### config.mk
export PLATFORM = sky130hd
export DESIGN_NAME = mmix_mem_arbiter
export DESIGN_NICKNAME = d
export VERILOG_FILES = /design/src/rtl/mmix_mem_arbiter.sv
export SDC_FILE = /design/constraint.sdc
export NUM_CORES = 1
export LEC_CHECK = 0
export ABC_AREA = 1
export BUFFER_PORTS_ARGS = -buffer_cell sky130_fd_sc_hd__buf_2
export CAP_MARGIN = 40
export CORE_AREA = 2 2 210 212
export DETAILED_ROUTE_END_ITERATION = 16
export DIE_AREA = 0 0 212 214
export PLACE_DENSITY = 0.48
export SLEW_MARGIN = 30
export SYNTH_ARGS = -nofsm -noshare
export SYNTH_HDL_FRONTEND = slang
export SYNTH_SLANG_ARGS = --single-unit
### constraint.sdc
create_clock -name clk -period 5.85 [get_ports clk]
set_input_delay 0.2925 -clock clk [delete_from_list [all_inputs] [get_ports clk]]
set_output_delay 0.2925 -clock clk [all_outputs]
set_load 0.02 [all_outputs]
### src/rtl/mmix_mem_arbiter.sv
// rtl/mmix_mem_arbiter.sv - N-channel arbiter onto the single shared MMIX memory port
// Latches the winning request, holds it on mem_* until mem_done or watchdog expiry, then pulses done.
module mmix_mem_arbiter #(
   parameter int N_CH    = 2,
   parameter int ADDR_W  = 64,
   parameter int DATA_W  = 64,
   parameter int MODE    = 0,
   parameter int TIMEOUT = 0,
   localparam int GW     = (N_CH > 1) ? $clog2(N_CH) : 1
) (
   input  logic                     clk,
   input  logic                     reset,
   input  logic [N_CH*ADDR_W-1:0]   req_address,
   input  logic [N_CH*2-1:0]        req_datasize,
   input  logic [N_CH-1:0]          req_read,
   input  logic [N_CH-1:0]          req_write,
   input  logic [N_CH*DATA_W-1:0]   req_writedata,
   output logic [DATA_W-1:0]        req_readdata,
   output logic [N_CH-1:0]          req_done,
   output logic [N_CH-1:0]          req_err,
   output logic [GW-1:0]            grant,
   output logic                     busy,
   output logic [ADDR_W-1:0]        mem_address,
   output logic [1:0]               mem_datasize,
   output logic                     mem_read,
   output logic                     mem_write,
   output logic [DATA_W-1:0]        mem_writedata,
   input  logic [DATA_W-1:0]        mem_readdata,
   input  logic                     mem_done
);

   typedef enum logic [1:0] {S_IDLE, S_BUSY, S_DONE} state_t;

   state_t              r_state;
   state_t              w_next;
   logic [ADDR_W-1:0]   r_addr;
   logic [1:0]          r_size;
   logic [DATA_W-1:0]   r_wdata;
   logic                r_write;
   logic [GW-1:0]       r_grant;
   logic [GW-1:0]       r_last;
   logic [31:0]         r_wdog;
   logic                r_err;
   logic [DATA_W-1:0]   r_rdata;

   logic [N_CH-1:0]     w_req;
   logic                w_found;
   logic [GW-1:0]       w_win;
   logic [GW-1:0]       w_cand;
   int                  w_idx;
   logic                w_expire;

   assign w_req    = req_read | req_write;
   assign w_expire = (TIMEOUT != 0) && (r_wdog == 32'(TIMEOUT));

   // Round robin scans from last+1; fixed priority scans from channel 0.
   always_comb begin
      w_found = 1'b0;
      w_win   = '0;
      w_idx   = 0;
      w_cand  = '0;
      for (int k = 0; k < N_CH; k++) begin
         w_idx  = (MODE == 1) ? ((int'(r_last) + 1 + k) % N_CH) : k;
         w_cand = GW'(w_idx);
         if (!w_found && w_req[w_cand]) begin
            w_found = 1'b1;
            w_win   = w_cand;
         end
      end
   end

   always_ff @(posedge clk or posedge reset) begin
      if (reset) r_state <= S_IDLE;
      else       r_state <= w_next;
   end

   always_comb begin
      w_next = r_state;
      case (r_state)
         S_IDLE:  if (w_found) w_next = S_BUSY;
         S_BUSY:  if (mem_done || w_expire) w_next = S_DONE;
         S_DONE:  w_next = S_IDLE;
         default: w_next = S_IDLE;
      endcase
   end

   always_ff @(posedge clk or posedge reset) begin
      if (reset) begin
         r_addr  <= '0;
         r_size  <= '0;
         r_wdata <= '0;
         r_write <= 1'b0;
         r_grant <= '0;
         r_last  <= GW'(N_CH - 1);
         r_wdog  <= '0;
         r_err   <= 1'b0;
         r_rdata <= '0;
      end else begin
         case (r_state)
            S_IDLE: begin
               if (w_found) begin
                  r_addr  <= req_address[int'(w_win)*ADDR_W +: ADDR_W];
                  r_size  <= req_datasize[int'(w_win)*2 +: 2];
                  r_wdata <= req_writedata[int'(w_win)*DATA_W +: DATA_W];
                  r_write <= req_write[w_win];
                  r_grant <= w_win;
                  r_last  <= w_win;
                  r_wdog  <= '0;
                  r_err   <= 1'b0;
               end
            end
            S_BUSY: begin
               if (TIMEOUT != 0) r_wdog <= r_wdog + 32'd1;
               // mem_done takes precedence over a coincident expiry
               if (mem_done) begin
                  if (!r_write) r_rdata <= mem_readdata;
               end else if (w_expire) begin
                  r_err   <= 1'b1;
                  r_rdata <= '0;
               end
            end
            default: ;
         endcase
      end
   end

   always_comb begin
      mem_address   = r_addr;
      mem_datasize  = r_size;
      mem_writedata = r_wdata;
      mem_read      = (r_state == S_BUSY) && !r_write;
      mem_write     = (r_state == S_BUSY) && r_write;
      req_readdata  = r_rdata;
      grant         = r_grant;
      busy          = (r_state != S_IDLE);
      req_done      = '0;
      req_err       = '0;
      if (r_state == S_DONE) begin
         req_done[r_grant] = 1'b1;
         req_err[r_grant]  = r_err;
      end
   end

endmodule

=== Word level (Yosys, flattened, before mapping) ===
Index checks and enable logic that the tools add are counted.

* $lt $le $gt $ge: 3
* Equal/unequal tests: 4
* Shift operators: 3
* Mux-type cells: 11
* Bitwise operators: 2
* Reduce and logical (&&, ||, !) cells: 11

{| class="wikitable"
|+ Operators with widths
! cell !! count
|-
| indexed part select 128 x 8 -> 64 bit || 2
|-
| 2-to-1 mux 1 bit || 6
|-
| 2-to-1 mux 2 bit || 3
|-
| logical AND 1 bit || 4
|-
| < comparator 1 x 2 -> 1 bit, second input constant || 2
|-
| inequality test 2 bit, second input constant || 2
|-
| one-hot mux 2 bit (2 select lines) || 1
|-
| AND reduction 2 bit || 2
|-
| indexed part select 4 x 3 -> 2 bit || 1
|-
| AND reduction 3 bit || 1
|-
| equality test 2 x 1 -> 1 bit, second input constant || 1
|-
| equality test 2 bit, second input constant || 1
|-
| logical NOT 1 bit || 2
|-
| logical NOT 2 bit || 1
|-
| bitwise OR 2 bit || 1
|-
| nonzero test 2 bit || 1
|-
| demux 1 bit (select 1 bit) || 1
|-
| greater-or-equal comparator 1 bit, second input constant || 1
|-
| NOT 1 bit || 1
|}

* Register bits: 198
* Input bits: 331
* Output and inout port bits: 202
* Logic and storage cells: 41

=== Logic depth before layout (Yosys ltp) ===
* Depth in word-level cells: 7
* Mapped depth: 9
* Depth with buffers taken out: 7

=== Least setup slack after synthesis ===
No wires, ideal clock.

* Path kind: register to output
* Start: reg r_state[1]
* End: out mem_read
* Data arrival time: 1.047 ns
* Required time: 5.558 ns
* Slack: 4.510 ns
* Cell stages (with the launch flop): 5
* Buffers on the path: 1
* Cells stage by stage: dfrtp_1 > inv_1 > nand2_1 > nor2_1 > clkbuf_1

* Longest elaborated chain between the ends: 2

{| class="wikitable"
|+ RTL lines
! element !! RTL line !! source
|-
| start: declaration || 34 || <nowiki>state_t r_state;</nowiki>
|-
| start signal: assignment || 74 || <nowiki>else r_state <= w_next;</nowiki>
|-
| equality test 2 x 1 -> 1 bit || 131 || <nowiki>mem_read = (r_state == S_BUSY) && !r_write;</nowiki>
|-
| logical AND 1 bit || 131 ||
|-
| end: declaration || 25 || <nowiki>output logic mem_read,</nowiki>
|}

Every way passes these cells.

=== Worst setup path in the final report ===
* Start: reg r_state[0]
* End: reg r_addr[0] (netlist: mem_address[0])

* Longest elaborated chain between the ends: 2

{| class="wikitable"
|+ RTL lines
! element !! RTL line !! source
|-
| logical NOT 2 bit || 99 || <nowiki>case (r_state)</nowiki>
|-
| AND reduction 2 bit (no source line) || n/a ||
|-
| end signal: assignment || 102 || <nowiki>r_addr <= req_address[int'(w_win)*ADDR_W +: ADDR_W];</nowiki>
|-
| end: declaration || 36 || <nowiki>logic [ADDR_W-1:0] r_addr;</nowiki>
|}

Every way passes these cells.
A chain may end at the register's enable or synchronous reset.

==> results.sh <==
export IMPL_status="complete, no violations"
export IMPL_power_mw=6.66
export IMPL_maxSlewHeadroom=0.437
export IMPL_synth_compound_area_frac=0.00186
export IMPL_p_leak_nw=7.89
export IMPL_start_util=0.220
export IMPL_grt_overflow=0
export IMPL_syn_avg_cell_area_um2=7.29
export IMPL_startpoint_type="flop"
export IMPL_dp_hpwl_um=27200
export IMPL_worstSetupPathDepth=6
export IMPL_worst_pin_slew_ns=0.845
export IMPL_clock_latency_ns=0.46
export IMPL_num_rows=76
export IMPL_r2r_setup_slack_ns=3.42
export IMPL_tritoncts="yes"
export IMPL_n_fill_cell=4720
export IMPL_multi_input_area_um2=4030
export IMPL_dr_total_vias=9954
export IMPL_regArea_um2=4950
export IMPL_ys_ff_latch=198
export IMPL_report_final_slew_viol_count=0
export IMPL_rsz0062_at_grt="no"
export IMPL_cts_root_buf="clkbuf_16"
export IMPL_fp_dieW_um=212
export IMPL_synth_top_family_by_area="simple AND/OR/NAND/NOR gates"
export IMPL_fmax_ghz=0.412
export IMPL_seq_power_share=0.355
export IMPL_crit_fanout=57
export IMPL_grt_pass1_vias=9769
export IMPL_ios=533
export IMPL_crit_type="flop to flop"
export IMPL_synthCells=1292
export IMPL_crit_required_ns=6.25
export IMPL_layout_common_cells="784 x nand2_1, 530 x buf_2, 198 x dfrtp_1"
export IMPL_drt_wl_total_um=36400
export IMPL_clk_pin_slew_ns=0.07
export IMPL_first_pass_iters=4
export IMPL_cts_sinks=198
export IMPL_fp_dieH_um=214
export IMPL_synth_area_mux_share=0
export IMPL_numCtsBuffers=17
export IMPL_clock_skew_ns=0.0103
export IMPL_avgViaCountPerCell=4.21
export IMPL_core_area_um2=42900
export IMPL_crit_buf_inv=2
export IMPL_fin_tns_setup_ns=0
export IMPL_maxCapViolations=0
export IMPL_grt_max_degree=109
export IMPL_synth_xor_area_share=0
export IMPL_finalCritPeriodShare=0.415
export IMPL_internal_power_mw=3.54
export IMPL_vdd_ir_drop_max_uv=199
export IMPL_crit_path_end_kind="flop"
export IMPL_p_comb_frac=0.479
export IMPL_swShare=0.468
export IMPL_cts_resized_gates=0
export IMPL_gp_congestion=0.813
export IMPL_fin_crit_ns=2.43
export IMPL_yosys_area_top_type="dfrtp_1"
export IMPL_cts_buffer_depth=2
export IMPL_r2r_start="r_state[0]"
export IMPL_hold_end="req_readdata[61]"
export IMPL_cpPeakStageDelay_ns=0.53
export IMPL_synth_distinct_cells=18
export IMPL_yosys_warnings=0
export IMPL_setup_violations=0
export IMPL_hold_path_depth=3
export IMPL_wire_per_inst_um=15.4
export IMPL_final_common_cell="nand2_1"
export IMPL_cp_slowest_cell="inv_4"
export IMPL_grt_pass1_wl_um=54700
export IMPL_synth_area_leaders="dfrtp_1 53%, nand2_1 31%, nand3_1 10%"
export IMPL_antenna_found_initial=7
export IMPL_p_clk_frac=0.166
export IMPL_hold_viol_final=0
export IMPL_portBuffers=530
export IMPL_nets=2099
export IMPL_hold_class="input port to flop"
export IMPL_die_area_um2=45400
export IMPL_synth_top_area_share=0.526
export IMPL_htreeDepth=4
export IMPL_drtIter0Drc=512
export IMPL_yosys_area_share_adder=0
export IMPL_drc_errors=0
export IMPL_drive_gt1_frac=0.328
export IMPL_switching_power_mw=3.12
export IMPL_min_from="mem_readdata[61]"
export IMPL_postCtsSetupRepairBufs=0
export IMPL_path_delay_family="buffers and inverters"
export IMPL_synthSimpleGateAreaFrac=0.421
export IMPL_r2r_end="mem_address[0]"
export IMPL_powerDensity_nw_per_um2=505
export IMPL_ys_seq_area_frac=0.526
export IMPL_path_common_cell="nand2_1"
export IMPL_track_usage=0.157
export IMPL_netlist_area_um2=9420
export IMPL_worst_ep_arrival_time_ns=2.82
export IMPL_area_growth_pct=40.0
export IMPL_rr_worst_depth=6
export IMPL_ant_nets=0
export IMPL_cts_hold_buf=1
export IMPL_path_cells="nor2_1, nand2_4, inv_4, buf_4, nand2_1, nand2_1"
layer usage:
layer,GRT usage,wire (um),vias up
li1,-,-,4961
met3,0.0469,2650,45
met1,0.188,15500,4579
met5,0,55,-
met2,0.266,17600,361
met4,0.0547,685,8
cells in the mapped netlist:
master,n
buf_1,5
nand2_2,1
o21ai_0,2
clkbuf_1,25
buf_2,54
buf_4,7
o21bai_1,1
nand2_1,787
inv_1,7
nor2_1,5
dfrtp_1,198
nor2_2,1
conb_1,1
nand3_1,194
nor3b_1,1
buf_6,1
inv_2,1
nor3_1,1
stage by stage:
| step | instances | instance area (um2) | utilization | setup WS [ns] | hold slack [ns] |
|---|---|---|---|---|---|
| global placement | 2327 | 12500 | 0.291 | 2.96 | 0.447 |
| global route | 2367 | 13200 | 0.308 | 3.11 | 0.0449 |
| detailed placement | 2330 | 12600 | 0.293 | 3.27 | 0.388 |
| CTS | 2362 | 13100 | 0.306 | 3.30 | 0.0205 |
| floorplan | 1293 | 9430 | - | 0.160 | 0.437 |
| finish | 2367 | 13200 | 0.308 | 3.42 | 0.0575 |
power by group through the flow:
| stage | sequential (mW) | clock (mW) | combinational, mW |
|---|---|---|---|
| CTS | 2.37 | 1.15 | 3.24 |
| global route | 2.45 | 1.20 | 3.53 |
| floorplan | 3.15 | 0 | 1.19 |
| detailed placement | 2.38 | 0 | 3.25 |
| finish | 2.37 | 1.10 | 3.19 |
| global placement | 2.37 | 0 | 3.20 |
tightest hold or removal path: cells and delay by family:
family                 cells  cell delay, ns
and+or+nand+nor            2            0.12
buffers and inverters      1            0.07
registers in the layout, summed over array words and instances (netlist names):
register	cells
mem_datasize	2
r_write	1
grant	1
mem_writedata	64
mem_address	64
req_readdata	64
r_state	2
cell type report:
cell class | count | share of cell area
multi-input combinational | 995 | 0.305
clock inverter | 11 | 0.00607
sequential | 198 | 0.376
tap | 585 | 0.0555
inverter | 8 | 0.00303
clock buffer | 20 | 0.0339
timing repair buffer | 548 | 0.220
antenna | 2 | 0.000379
cells by family after synthesis:
kind of cell           after synthesis
other                                1
flip-flops                         198
buffers and inverters              100
AND/OR/NAND/NOR                    990
AO/OA/AOI/OAI                        3
worst max-delay path by stage:
stage	endpoint	start
6_report	mem_address[0]	r_state[0]
5_1_grt	mem_writedata[53]	r_state[0]
4_1_cts	mem_writedata[5]	r_state[0]
3_5_place_dp	mem_address[2]	req_write[0]
3_3_place_gp	mem_address[0]	req_write[0]
2_1_floorplan	grant	reset
Power figures use the tool's default switching activity.
